File: config.mk
export PLATFORM = sky130hd
export DESIGN_NAME = unidad_de_extension_reg
export DESIGN_NICKNAME = d
export VERILOG_FILES = /design/src/rtl/unidad_de_extension_reg.sv
export SDC_FILE = /design/constraint.sdc
export NUM_CORES = 1
export LEC_CHECK = 0
export BUFFER_PORTS_ARGS = -buffer_cell sky130_fd_sc_hd__buf_2
export CORE_MARGIN = 4
export CORE_UTILIZATION = 40
export DETAILED_ROUTE_END_ITERATION = 16
export GPL_TIMING_DRIVEN = 0
export PLACE_DENSITY_LB_ADDON = 0.2
export SETUP_SLACK_MARGIN = 0.1
export SYNTH_ARGS = -nofsm -noshare
export SYNTH_HDL_FRONTEND = slang
export SYNTH_SLANG_ARGS = --single-unit
File: constraint.sdc
create_clock -name clk -period 2.2 [get_ports clk]
set_clock_uncertainty 0.2 [all_clocks]
set_input_delay 0.44 -clock clk [delete_from_list [all_inputs] [get_ports clk]]
set_output_delay 0.44 -clock clk [all_outputs]
set_load 0.02 [all_outputs]
File: src/rtl/unidad_de_extension_reg.sv
// Immediate-extension unit: 24-bit sign extension or ARM rotated 8-bit immediate,
// registered onto a 32-bit operand for the ALU source-B / branch-target mux.
module unidad_de_extension_reg (
  input  logic        clk,
  input  logic        reset,
  input  logic [23:0] dataI,
  input  logic        ExtImm,
  output logic [31:0] dataO
);

  function automatic logic [31:0] signExtend(input logic [23:0] value);
    return {{8{value[23]}}, value};
  endfunction

  // Logarithmic barrel rotate-right: stage k rotates by 2**k when amount[k] is set.
  function automatic logic [31:0] rotateRight(input logic [31:0] value, input logic [4:0] amount);
    logic [31:0] stage;
    stage = value;
    if (amount[0]) stage = {stage[0],     stage[31:1]};  else stage = stage;
    if (amount[1]) stage = {stage[1:0],   stage[31:2]};  else stage = stage;
    if (amount[2]) stage = {stage[3:0],   stage[31:4]};  else stage = stage;
    if (amount[3]) stage = {stage[7:0],   stage[31:8]};  else stage = stage;
    if (amount[4]) stage = {stage[15:0],  stage[31:16]}; else stage = stage;
    return stage;
  endfunction

  logic [4:0]  rotAmount_s;
  logic [31:0] rotImm_s;
  logic [31:0] extImm_s;
  logic [31:0] nextValue_s;

  // Build both candidate operands and select by mode; rotation is twice the 4-bit field.
  always_comb begin
    rotAmount_s = {dataI[11:8], 1'b0};
    rotImm_s    = rotateRight({24'h00_0000, dataI[7:0]}, rotAmount_s);
    extImm_s    = signExtend(dataI);
    nextValue_s = 32'h0000_0000;
    case (ExtImm)
      1'b1:    nextValue_s = extImm_s;
      1'b0:    nextValue_s = rotImm_s;
      default: nextValue_s = 32'h0000_0000;
    endcase
  end

  // Output register loads every cycle; reset has priority.
  always_ff @(posedge clk) begin
    if (reset) begin
      dataO <= 32'h0000_0000;
    end else begin
      dataO <= nextValue_s;
    end
  end

endmodule

# Yosys cells after proc, flatten, opt, wreduce, memory -nomap -nowiden

Index checks and enable logic that the tools add are counted.

Bits in registers: 32
Output and inout bits: 32
Input port bits: 27

Multiplexer cells: 5
Bitwise gates (word level): 1

Operator list:

| kind         | count |
|---|---|
| $mux W32     | 4 |
| $pmux W32 S2 | 1 |
| $not A1 Y1   | 1 |

# Depth between registers and ports, before layout

Depth in word-level cells: 5
Gate-level depth with buffers: 6
Gate-level depth less buffers: 4

# Worst setup path before layout

No wires, ideal clock.

Path kind: input -> register
From: input dataI[9]
To: register dataO[0]
Path slack: 0.542 ns
Stages on the path: 4
Arrival: 1.327 ns
Setup time: 0.131 ns
Path buffers: 1
Cell sequence: buf_2 > mux2_2 > o21ai_0 > o21ai_0

Longest elaborated chain between the ends: 4

Ends and longest elaborated chain:

| item                 | line | source |
|---|---|---|
| from (decl)          | 6    | `input logic [23:0] dataI,` |
| $mux W32             | 21   | `if (amount[2]) stage = {stage[3:0], stage[31:4]}; else stage = stage;` |
| $mux W32             | 22   | `if (amount[3]) stage = {stage[7:0], stage[31:8]}; else stage = stage;` |
| $mux W32             | 23   | `if (amount[4]) stage = {stage[15:0], stage[31:16]}; else stage = stage;` |
| $pmux W32 S2         | 38   | `case (ExtImm)` |
| to (signal assigned) | 50   | `dataO <= nextValue_s;` |
| to (decl)            | 8    | `output logic [31:0] dataO` |

No other way between the ends.
A chain may end at the register's enable or synchronous reset.

# Worst setup path after layout

From: input dataI[9]
To: register dataO[8]

The elaborated chain is that of the path after synthesis.

==> metrics.txt <==
outcome finished clean; syn avg cell area 8.40 sq um; Slew HR 52.8%; area grow syn2layout 28.9%; crit path max-delay cell type o21ai_0; Root Driver clkbuf_8; share of cells above drive strength 1 32.1%; final RePlAce weighted congestion 0.931; global-route wire length before repair 7.00 mm; predominant post-synthesis flop cell dfxtp_1; switch share 28.0%; clock-pin transition on the worst setup and hold timing paths 0.06 ns; end of the worst hold path dataO[14]; RSZ-0062 raised after global routing no; Post-CTS Setup Bufs 0; post-DR vias/cell 5.45; commonest non-fill, non-tap cells in the layout buf_2 (60), dfxtp_1 (32), nand2_1 (21); fin cells 283; Slew Viols, Final 0; Lkg Pwr 0.000848 uW; global route total overflow 0; Setup crit end kind flip-flop; nets 263; initial antenna violation count 0; CP max FO 10; site row count 21; Clk network pwr share 33.8%; number of flip-flops in the largest register 32; Die W 68.4 um; Worst Tran Pin Value 0.705 ns; GR peak layer met2; startpoint type of the worst setup path primary input; drt wl/cell 15.4 um; Hold-fix buffers, CTS 0; Core Box Area 3440 sq um; met3 Use GR 9.03%; Crit path required time 2.14 ns; Netlist Area Pre-Place 1460 sq um; Final Critical Period 1.84 ns; number of synthesized flops with an enable pin 0; die height 68.4 um; Finish-stage setup viols 0; IO buf count 55; maximum clock frequency 542 MHz; total track usage 20.5%; CTS tree done; Max clock buf depth 2; Final Cycle Share 83.8%; Reg with most FFs dataO; Hold Crit Start dataI[14]; Comb pwr share 19.8%; Largest regs dataO (32); worst hold stages 3; final WL 4.37 mm; Net Switching 373 uW; total number of vias 1542; Internal 961 uW; Setup CP Type primary input to flip-flop; global-route met1 utilization 27.6%; PostCTS Resize Cnt 0; Starting Density 42.5%; hold crit path type primary input to flip-flop; Worst VDD drop 0.297 mV; total CTS buffers 5; pin count of the biggest net entering global routing 11; 1st-pass router iterations 4; IO Pins 59; Final Hold Fails 0; Post-Synthesis Net Count 201; setup TNS 0 ns; Yosys reg bits 32; Pwr Density 708 nW/um^2; Sink Count 32; sequential cell area fraction in the yosys report 43.8%; Synth warnings 0; # diodes 0; grt met2 use 29.1%; Detail Route Antenna Nets 0; Cells after Synth 174; Die ar. 4680 sq um; Placed Cells incl. Taps 275; post-synthesis cell type count 33; commonest non-fill, non-tap cell in the layout buf_2; Reg power frac 46.4%; Detail Placement HPWL 3.24 mm; ys async rst share 0%; biggest cell delay along the critical path 0.43 ns; Remaining DRCs 0; DR iter-0 viols 130; Crit path arrival time 1.78 ns; vias in the first global route 1420; max-cap violation count 0; CTS H-Tree Depth 2; crit-path cells buf_2 -> buf_2 -> mux2_2 -> o21ai_0 -> o21ai_0
[metrics by stage]
stage / worst slack [ns] / util [%] / hold slack, ns / total power [uW] / area, sq um
2_1_floorplan: 0.542 / - / 0.349 / 797 / 1460
3_3_place_gp: 0.0848 / 52.1 / 0.439 / 893 / 1790
3_5_place_dp: 0.0841 / 52.1 / 0.443 / 893 / 1790
4_1_cts: 0.374 / 54.7 / 0.149 / 1350 / 1880
5_1_grt: 0.242 / 54.7 / 0.165 / 1410 / 1880
6_report: 0.356 / 54.7 / 0.151 / 1330 / 1880
[per-layer routing]
layer | wire length [um] | vias to the layer above
met2 | 2000 | 74
met5 | 0 | -
met3 | 419 | 7
met4 | 50 | 0
li1 | - | 765
met1 | 1900 | 696
[cell usage after synthesis (2+ instances only)]
| cell | number | area, sq um |
|---|---|---|
| clkbuf_1 | 5 | 18.8 |
| a22oi_1 | 9 | 67.6 |
| or3_1 | 2 | 12.5 |
| nand4_1 | 7 | 43.8 |
| a21oi_1 | 8 | 40.0 |
| buf_2 | 5 | 25.0 |
| nor3_1 | 4 | 20.0 |
| o21ai_0 | 13 | 65.1 |
| inv_1 | 7 | 26.3 |
| nor2b_1 | 2 | 12.5 |
| nand2_1 | 21 | 78.8 |
| mux2_2 | 8 | 90.1 |
| nor2_1 | 17 | 63.8 |
| dfxtp_1 | 32 | 641 |
| nor3b_1 | 2 | 15.0 |
| a31oi_1 | 6 | 37.5 |
| a311oi_1 | 3 | 26.3 |
| mux2i_1 | 3 | 30.0 |
| o22ai_1 | 6 | 37.5 |
[power groups by stage]
stage / Clock, uW / Sequential (uW) / Combinational [uW]
6_report: 451 / 619 / 265
5_1_grt: 495 / 622 / 290
4_1_cts: 463 / 620 / 262
3_5_place_dp: 0 / 632 / 261
3_3_place_gp: 0 / 632 / 261
2_1_floorplan: 0 / 677 / 120
[area by class of cell]
cell class	instances	area, sq um
Fill cell	348	1560
Buffer	11	48.8
Timing Repair Buffer	55	275
Multi-Input combinational cell	124	746
Tap cell	46	57.6
Inverter	7	26.3
Sequential cell	32	641
Clock buffer	8	90.1
[critical path: cells and delay by family]
kind | cells | cell delay [ns]
multiplexers | 1 | 0.40
AO/OA/AOI/OAI | 2 | 0.59
buffers and inverters | 2 | 0.35
[kinds of logic after synthesis]
logic type      Yosys count  synth area share, %
compound gates           52                 23.0
buf+inv                  18                 5.14
flops                    32                 43.8
mux                      11                 8.22
simple gates             61                 19.8
[worst max path at each step]
stage	slack, ns	to	from
finish	0.36	dataO[8]	dataI[9]
global route	0.24	dataO[8]	dataI[9]
CTS	0.37	dataO[8]	dataI[9]
detailed placement	0.08	dataO[8]	dataI[9]
global placement	0.08	dataO[0]	dataI[9]
floorplan	0.54	dataO[0]	dataI[9]
Power figures use the tool's default switching activity.
